[src/rtl/mem_arbiter_if.sv]
// mem_arbiter_if: fetch/memory-stage request channels and RAM port of the memory arbiter
interface mem_arbiter_if #(
    parameter int DATA_W = 32,
    parameter int ADDR_W = 32
);
    logic              if_mc_en;
    logic [ADDR_W-1:0] if_mc_addr;
    logic [DATA_W-1:0] mc_if_data;
    logic              mc_if_valid;
    logic              mc_if_stall;
    logic              mem_mc_en;
    logic              mem_mc_rw;
    logic [ADDR_W-1:0] mem_mc_addr;
    logic [DATA_W-1:0] mem_mc_wdata;
    logic [DATA_W-1:0] mc_mem_data;
    logic              mc_mem_valid;
    logic              mc_ram_en;
    logic              mc_ram_we;
    logic [ADDR_W-1:0] mc_ram_addr;
    logic [DATA_W-1:0] mc_ram_wdata;
    logic [DATA_W-1:0] ram_mc_rdata;

    modport master (
        output if_mc_en, if_mc_addr, mem_mc_en, mem_mc_rw, mem_mc_addr, mem_mc_wdata, ram_mc_rdata,
        input  mc_if_data, mc_if_valid, mc_if_stall, mc_mem_data, mc_mem_valid,
               mc_ram_en, mc_ram_we, mc_ram_addr, mc_ram_wdata
    );

    modport slave (
        input  if_mc_en, if_mc_addr, mem_mc_en, mem_mc_rw, mem_mc_addr, mem_mc_wdata, ram_mc_rdata,
        output mc_if_data, mc_if_valid, mc_if_stall, mc_mem_data, mc_mem_valid,
               mc_ram_en, mc_ram_we, mc_ram_addr, mc_ram_wdata
    );
endinterface

[src/rtl/mem_arbiter.sv]
// mem_arbiter: shares one single-port RAM between fetch (IF) and memory stage (MEM).
// Fixed MEM-over-IF priority by default; define MC_FAIR_EN for round-robin arbitration.
module mem_arbiter #(
    parameter int DATA_W      = 32,
    parameter int ADDR_W      = 32,
    parameter int RAM_LATENCY = 1
) (
    input logic          clock,
    input logic          reset,
    mem_arbiter_if.slave bus
);
    typedef enum logic {IDLE, BUSY} state_t;
    state_t state, state_nx;
    logic [2:0] cnt;
    logic req, issue, done, pick_mem, gnt_mem, gnt_we;
    logic ram_en, ram_we, if_valid, mem_valid;
    logic [ADDR_W-1:0] ram_addr;
    logic [DATA_W-1:0] ram_wdata, if_data, mem_data;

    assign req   = bus.if_mc_en | bus.mem_mc_en;
    assign issue = state == IDLE && req;
    assign done  = state == BUSY && cnt == 3'd1;

`ifdef MC_FAIR_EN
    logic last_mem;
    // on a tie the side not served last wins; a lone requester always wins
    assign pick_mem = bus.mem_mc_en & (~bus.if_mc_en | ~last_mem);
    always_ff @(posedge clock)
        if (reset) last_mem <= 1'b0;
        else if (issue) last_mem <= pick_mem;
`else
    assign pick_mem = bus.mem_mc_en;
`endif

    always_ff @(posedge clock) state <= reset ? IDLE : state_nx;

    always_comb begin
        state_nx = state;
        if (issue) state_nx = BUSY;
        else if (done) state_nx = IDLE;
    end

    always_ff @(posedge clock) begin
        if (reset) begin
            cnt       <= '0;
            gnt_mem   <= 1'b0;
            gnt_we    <= 1'b0;
            ram_en    <= 1'b0;
            ram_we    <= 1'b0;
            ram_addr  <= '0;
            ram_wdata <= '0;
            if_data   <= '0;
            mem_data  <= '0;
            if_valid  <= 1'b0;
            mem_valid <= 1'b0;
        end else begin
            cnt       <= issue ? 3'(RAM_LATENCY) : state == BUSY ? cnt - 3'd1 : cnt;
            ram_en    <= issue;
            ram_we    <= issue & pick_mem & bus.mem_mc_rw;
            if_valid  <= done & ~gnt_mem;
            mem_valid <= done & gnt_mem;
            if (issue) begin
                gnt_mem   <= pick_mem;
                gnt_we    <= pick_mem & bus.mem_mc_rw;
                ram_addr  <= pick_mem ? bus.mem_mc_addr : bus.if_mc_addr;
                ram_wdata <= pick_mem ? bus.mem_mc_wdata : '0;
            end
            if (done && !gnt_mem) if_data <= bus.ram_mc_rdata;
            // a completed write leaves the MEM read data untouched
            if (done && gnt_mem && !gnt_we) mem_data <= bus.ram_mc_rdata;
        end
    end

    assign bus.mc_if_data   = if_data;
    assign bus.mc_if_valid  = if_valid;
    assign bus.mc_if_stall  = bus.if_mc_en & ~if_valid;
    assign bus.mc_mem_data  = mem_data;
    assign bus.mc_mem_valid = mem_valid;
    assign bus.mc_ram_en    = ram_en;
    assign bus.mc_ram_we    = ram_we;
    assign bus.mc_ram_addr  = ram_addr;
    assign bus.mc_ram_wdata = ram_wdata;
endmodule
[src/flat_wrapper.sv]
// flat-port wrapper written by rule: the top's interface ports become plain ports
module mem_arbiter_flat 
#(
    parameter int DATA_W      = 32,
    parameter int ADDR_W      = 32,
    parameter int RAM_LATENCY = 1
)
  (clock, reset, bus_if_mc_en, bus_if_mc_addr, bus_mem_mc_en, bus_mem_mc_rw, bus_mem_mc_addr, bus_mem_mc_wdata, bus_ram_mc_rdata, bus_mc_if_data, bus_mc_if_valid, bus_mc_if_stall, bus_mc_mem_data, bus_mc_mem_valid, bus_mc_ram_en, bus_mc_ram_we, bus_mc_ram_addr, bus_mc_ram_wdata);
  mem_arbiter_if #(.DATA_W(DATA_W), .ADDR_W(ADDR_W)) bus_i ();
  input logic clock;
  input logic reset;
  input wire logic [$bits(bus_i.if_mc_en)-1:0] bus_if_mc_en;
  input wire logic [$bits(bus_i.if_mc_addr)-1:0] bus_if_mc_addr;
  input wire logic [$bits(bus_i.mem_mc_en)-1:0] bus_mem_mc_en;
  input wire logic [$bits(bus_i.mem_mc_rw)-1:0] bus_mem_mc_rw;
  input wire logic [$bits(bus_i.mem_mc_addr)-1:0] bus_mem_mc_addr;
  input wire logic [$bits(bus_i.mem_mc_wdata)-1:0] bus_mem_mc_wdata;
  input wire logic [$bits(bus_i.ram_mc_rdata)-1:0] bus_ram_mc_rdata;
  output wire logic [$bits(bus_i.mc_if_data)-1:0] bus_mc_if_data;
  output wire logic [$bits(bus_i.mc_if_valid)-1:0] bus_mc_if_valid;
  output wire logic [$bits(bus_i.mc_if_stall)-1:0] bus_mc_if_stall;
  output wire logic [$bits(bus_i.mc_mem_data)-1:0] bus_mc_mem_data;
  output wire logic [$bits(bus_i.mc_mem_valid)-1:0] bus_mc_mem_valid;
  output wire logic [$bits(bus_i.mc_ram_en)-1:0] bus_mc_ram_en;
  output wire logic [$bits(bus_i.mc_ram_we)-1:0] bus_mc_ram_we;
  output wire logic [$bits(bus_i.mc_ram_addr)-1:0] bus_mc_ram_addr;
  output wire logic [$bits(bus_i.mc_ram_wdata)-1:0] bus_mc_ram_wdata;
  assign bus_i.if_mc_en = bus_if_mc_en;
  assign bus_i.if_mc_addr = bus_if_mc_addr;
  assign bus_i.mem_mc_en = bus_mem_mc_en;
  assign bus_i.mem_mc_rw = bus_mem_mc_rw;
  assign bus_i.mem_mc_addr = bus_mem_mc_addr;
  assign bus_i.mem_mc_wdata = bus_mem_mc_wdata;
  assign bus_i.ram_mc_rdata = bus_ram_mc_rdata;
  assign bus_mc_if_data = bus_i.mc_if_data;
  assign bus_mc_if_valid = bus_i.mc_if_valid;
  assign bus_mc_if_stall = bus_i.mc_if_stall;
  assign bus_mc_mem_data = bus_i.mc_mem_data;
  assign bus_mc_mem_valid = bus_i.mc_mem_valid;
  assign bus_mc_ram_en = bus_i.mc_ram_en;
  assign bus_mc_ram_we = bus_i.mc_ram_we;
  assign bus_mc_ram_addr = bus_i.mc_ram_addr;
  assign bus_mc_ram_wdata = bus_i.mc_ram_wdata;
  mem_arbiter #(.DATA_W(DATA_W), .ADDR_W(ADDR_W), .RAM_LATENCY(RAM_LATENCY)) u_core (.clock(clock), .reset(reset), .bus(bus_i));
endmodule
[config.mk]
export PLATFORM = sky130hd
export DESIGN_NAME = mem_arbiter_flat
export DESIGN_NICKNAME = d
export VERILOG_FILES = /design/src/rtl/mem_arbiter_if.sv /design/src/rtl/mem_arbiter.sv /design/src/flat_wrapper.sv
export SDC_FILE = /design/constraint.sdc
export NUM_CORES = 1
export LEC_CHECK = 0
export ABC_CLOCK_PERIOD_IN_PS = 1400
export BUFFER_PORTS_ARGS = -buffer_cell sky130_fd_sc_hd__buf_2
export CAP_MARGIN = 40
export CORE_UTILIZATION = 43
export CTS_BUF_LIST = sky130_fd_sc_hd__clkbuf_2
export DETAILED_ROUTE_END_ITERATION = 12
export HOLD_SLACK_MARGIN = 0.1
export PLACE_DENSITY = 0.89
export REMOVE_ABC_BUFFERS = 1
export SYNTH_ARGS = -nofsm -noshare
export SYNTH_HDL_FRONTEND = slang
export SYNTH_SLANG_ARGS = --single-unit
[constraint.sdc]
create_clock -name clock -period 1.4 [get_ports clock]
set_clock_uncertainty 0.15 [all_clocks]
set_input_delay 0.14 -clock clock [delete_from_list [all_inputs] [get_ports clock]]
set_output_delay 0.14 -clock clock [all_outputs]
set_load 0.02 [all_outputs]
==> results of run 1 <==
cells in the mapped netlist (all sizes together):
| cell type | count | area [µm²] |
|---|---|---|
| nand4b | 1 | 23.8 |
| o211a | 1 | 10.0 |
| xnor2 | 1 | 8.76 |
| or3 | 1 | 6.26 |
| and2 | 2 | 12.5 |
| nand2b | 64 | 400 |
| o21ba | 1 | 10.0 |
| nor2b | 1 | 6.26 |
| a21o | 2 | 15.0 |
| inv | 4 | 15.0 |
| o2bb2ai | 32 | 462 |
| dfxtp | 138 | 2760 |
| mux2i | 64 | 641 |
| a311oi | 1 | 8.76 |
| nand2 | 66 | 248 |
| a211oi | 1 | 7.51 |
| nor3 | 1 | 5.00 |
| and4bb | 1 | 12.5 |
| buf | 33 | 257 |
| nor4 | 1 | 6.26 |
| a21oi | 32 | 160 |
| a22o | 32 | 280 |
| ha | 2 | 25.0 |
| clkbuf | 9 | 33.8 |
| nand4bb | 1 | 11.3 |
| nor3b | 1 | 18.8 |
| nor2 | 4 | 22.5 |
kinds of logic after synthesis:
kind of cell	count (synthesis)	share of synthesized area, %
and+or+nand+nor	144	14.1
DFF	138	50.5
AOI/OAI and AO/OA	102	17.4
muxes	64	11.7
buffers and inverters	46	5.58
adders and majority gates	2	0.457
xor gates and xnor gates	1	0.160
through the flow:
stage / hold slack (ns) / worst slack (ns) / cells
3_5_place_dp: 0.210 / -0.202 / 918
3_3_place_gp: 0.206 / -0.119 / 918
2_1_floorplan: 0.0591 / -1.39 / 455
==> results.py, run 1 <==
metrics = {
    "run_status": {
        "status": "stopped before the end",
        "haltStage": "4_1_cts",
        "stop_error": "[ERROR RSZ-0060] Max buffer count reached.",
    },
    "place": {
        "dp_hpwl_um": 10300,
        "postPlaceCellArea_um2": 7060,
        "port_buffers": 265,
        "routabilityCongestion": 0.755,
    },
    "die": {
        "fp.dieW_um": 115,
        "num_rows": 40,
        "initial_utilization_pct": 44.8,
        "fp.dieH_um": 115,
        "io_pins": 266,
    },
    "yosys": {
        "syn_avg_cell_area_um2": 11.0,
        "ys_types": 32,
        "synth_area_um2": 5470,
        "ys_seq_area_share_pct": 50.5,
        "yosys_warnings": 0,
        "synthCells": 497,
        "ys_seq_elements": 138,
    },
    "clock_network": {
        "cts-root-buf": "clkbuf_2",
        "cts_hold_buf": 206,
        "cts-resized-gates": 498,
        "cts_sinks": 138,
        "cts_made_buffers": 17,
        "htreeDepth": 4,
        "post_cts_buffers": 61,
        "cts_max_path_buffers": 2,
    },
}
==> inputs of run 2 (changes only) <==
--- a/config.mk
+++ b/config.mk
@@ -5,14 +5,12 @@
 export SDC_FILE = /design/constraint.sdc
 export NUM_CORES = 1
 export LEC_CHECK = 0
-export ABC_CLOCK_PERIOD_IN_PS = 1400
+export ABC_CLOCK_PERIOD_IN_PS = 1800
 export BUFFER_PORTS_ARGS = -buffer_cell sky130_fd_sc_hd__buf_2
 export CAP_MARGIN = 40
-export CORE_UTILIZATION = 43
-export CTS_BUF_LIST = sky130_fd_sc_hd__clkbuf_2
+export CORE_UTILIZATION = 39
 export DETAILED_ROUTE_END_ITERATION = 12
-export HOLD_SLACK_MARGIN = 0.1
-export PLACE_DENSITY = 0.89
+export PLACE_DENSITY_LB_ADDON = 0.15
 export REMOVE_ABC_BUFFERS = 1
 export SYNTH_ARGS = -nofsm -noshare
 export SYNTH_HDL_FRONTEND = slang
==> constraint.sdc (replaced) <==
create_clock -name clock -period 1.8 [get_ports clock]
set_clock_uncertainty 0.15 [all_clocks]
set_input_delay 0.18 -clock clock [delete_from_list [all_inputs] [get_ports clock]]
set_output_delay 0.18 -clock clock [all_outputs]
set_load 0.02 [all_outputs]
==> results.py, run 2 <==
metrics = {
    "die": {
        "dieArea_um2": 14500,
        "fp.dieW_um": 120,
        "fp.dieH_um": 120,
        "core_area_um2": 13500,
        "num_rows": 42,
        "io_pins": 266,
        "initial_utilization_pct": 40.7,
    },
    "global_route": {
        "first_global_vias": 5310,
        "gr-total-overflow": 0,
        "antenna_found_initial": 2,
        "grt_pass1_wl_um": 25100,
        "grt_max_degree": 101,
        "grt_use_total_pct": 22.6,
    },
    "detailed_routing": {
        "first_iter_violations": 164,
        "remaining_drc_errors": 0,
        "firstDrtPassIters": 4,
        "wl_met2_um": 8320,
        "ant_nets": 0,
        "drt_wl_total_um": 16400,
        "wl_per_cell_um": 15.3,
        "m1WireLength_um": 6340,
        "dr_wl_met3_um": 1250,
        "via_count": 5163,
        "top_layer_used": "met4",
        "viasPerCell": 4.81,
    },
    "sta": {
        "tightestPinTransition_ns": 0.777,
        "slew_headroom_pct": 48.2,
        "slew_viol_final": 0,
        "grt_setup_unrepaired": "false",
        "holdWs_ns": 0.0972,
        "fmaxAchievable_mhz": 596,
        "hold_viol_final": 0,
        "min_period_over_period_pct": 93.2,
        "setup_viol": 0,
        "period_needed_ns": 1.68,
    },
    "setup_path": {
        "cp_slowest_cell": "or3_2",
        "required_ns": 1.98,
        "worstPathBufferInverterCount": 2,
        "worstReg2RegStart": "u_core.state",
        "rrSetupSlack_ns": 0.12,
        "crit_type": "register to register",
        "cp_max_fo": 33,
        "path_cells": "buf_4, or3_2, buf_12, o2bb2ai_1",
        "max_stage_delay_ns": 0.51,
        "startpoint_type": "register",
        "worstRegToRegCells": 4,
        "cp-end-kind": "register",
        "critPathArrivalTime_ns": 1.86,
        "reg2reg_to": "u_core.bus.mc_ram_addr[1]",
        "critPathTopFamily": "simple AND/OR/NAND/NOR gates",
    },
    "yosys": {
        "ys_types": 32,
        "yosys.area.top_type_share_pct": 50.5,
        "ys_seq_elements": 138,
        "synthArstFlopShare_pct": 0,
        "netlist.top_cell.by_area": "dfxtp_1",
        "ys_seq_area_share_pct": 50.5,
        "synth_commonest_cells": "138 x dfxtp_1, 66 x nand2_1, 64 x mux2i_1, 64 x nand2b_1",
        "yosys-top-cells-area": "dfxtp_1 51%, mux2i_1 12%, o2bb2ai_2 8.0%, nand2b_1 7.3%, a22o_1 5.1%",
        "yosys_warnings": 0,
        "syn_avg_cell_area_um2": 11.0,
        "synthFlopType": "dfxtp_1",
        "yosys.cell_count.top_type": "dfxtp_1",
        "synth_area_um2": 5470,
        "synthCells": 497,
        "synth-edff-count": 0,
    },
    "place": {
        "dp.cells": 910,
        "port_buffers": 265,
        "dp_hpwl_um": 10200,
        "routabilityCongestion": 0.812,
    },
    "finish": {
        "fillers": 1034,
        "seq_area_um2": 2760,
        "layout_common_cells": "265 x buf_2, 138 x dfxtp_1, 130 x dlygate4sd3_1",
        "mostFrequentLayoutCell": "buf_2",
        "multi_input_comb_area_um2": 2410,
        "nets": 1018,
        "instances_no_fill": 1074,
        "syn2layout_area_growth_pct": 62.8,
        "finalCoreUtilization_pct": 66.2,
        "drive_gt1_share_pct": 38.5,
    },
    "power": {
        "power_density_nw_per_um2": 966,
        "total_power_w": 0.00860,
        "ir_worst_vdd_mv": 0.666,
        "p_leak_nw": 4.12,
    },
    "clock_network": {
        "clk_pin_slew_worst_paths_ns": 0.06,
        "worstSkewPairLatency_ns": 0.41,
        "htreeDepth": 4,
        "cts_max_path_buffers": 2,
        "cts_made_buffers": 17,
        "cts_sinks": 138,
        "cts_tree": "built",
        "cts-root-buf": "clkbuf_16",
    },
    "min_path": {
        "min_path_cells": 3,
        "hp-start": "reset",
        "hp-class": "input pin to register",
        "min_to": "u_core.gnt_mem",
    },
    "run_status": {
        "status": "finished clean",
    },
    "job": {
        "cap_violations": 0,
    },
}
## run 2: cell counts after synthesis
Identical to the previous run, type by type.
## run 2: worst max path at each step
stage,slack (ns),cells past startpoint,to,start
6_report,0.12,4,u_core.bus.mc_ram_addr[1],u_core.state
5_1_grt,0.05,5,u_core.bus.mc_mem_data[12],u_core.cnt[0]
4_1_cts,0.11,6,u_core.bus.mc_ram_addr[28],bus_mem_mc_en
3_5_place_dp,0.12,6,u_core.bus.mc_ram_addr[1],bus_mem_mc_en
3_3_place_gp,-0.12,4,u_core.gnt_we,reset
2_1_floorplan,-0.99,2,u_core.cnt[1],u_core.state
## run 2: cell families after synthesis
kind of cell    synth area share [%]
simple gates                    14.1
flops                           50.5
compound gates                  17.4
mux                             11.7
buf+inv                         5.58
fa+ha+maj                      0.457
xor+xnor                       0.160
## run 2: cell type report
type	count	area share [%]
sequential	138	31.0
multi-input combinational	313	27.0
clock inverter	12	2.46
timing repair buffer	409	31.7
inverter	4	0.169
antenna	2	0.0562
clock buffer	20	5.13
tap	176	2.47
## run 2: timing repair
| item | CTS | global route |
|---|---|---|
| gates resized for setup | 0 | 1 |
| endpoints found under the hold margin | 132 | 0 |
| setup endpoints to repair | 0 | 2 |
| hold buffers | 130 | 0 |
| setup buffers | 0 | 0 |
## run 2: power by group
part / switching (W) / internal [W]
combinational: 0.000665 / 0.000663
sequential: 0.000104 / 0.00322
clock: 0.00128 / 0.00267
total: 0.00205 / 0.00655
## run 2: per-layer routing
metal  GRT usage [%]  vias up
li1                -     2508
met1            23.4     2383
met2            40.4      236
met3            7.55       36
met4            12.0        0
met5               0        -
## run 2: per-stage QoR
step           setup TNS [ns]  setup WS, ns  cell area [µm²]
2_1_floorplan          -68.43        -0.987             5180
3_3_place_gp            -1.45        -0.124             6910
3_5_place_dp                0         0.120             6920
4_1_cts                     0         0.115             8900
5_1_grt                     0        0.0516             8910
6_report                    0         0.123             8910
## run 2: worst reg2reg max path: stages (launching register included)
cell and delay, ns:
dfxtp_1 0.33, buf_4 0.18, or3_2 0.51, buf_12 0.20, o2bb2ai_1 0.22
Power figures use the tool's default switching activity.
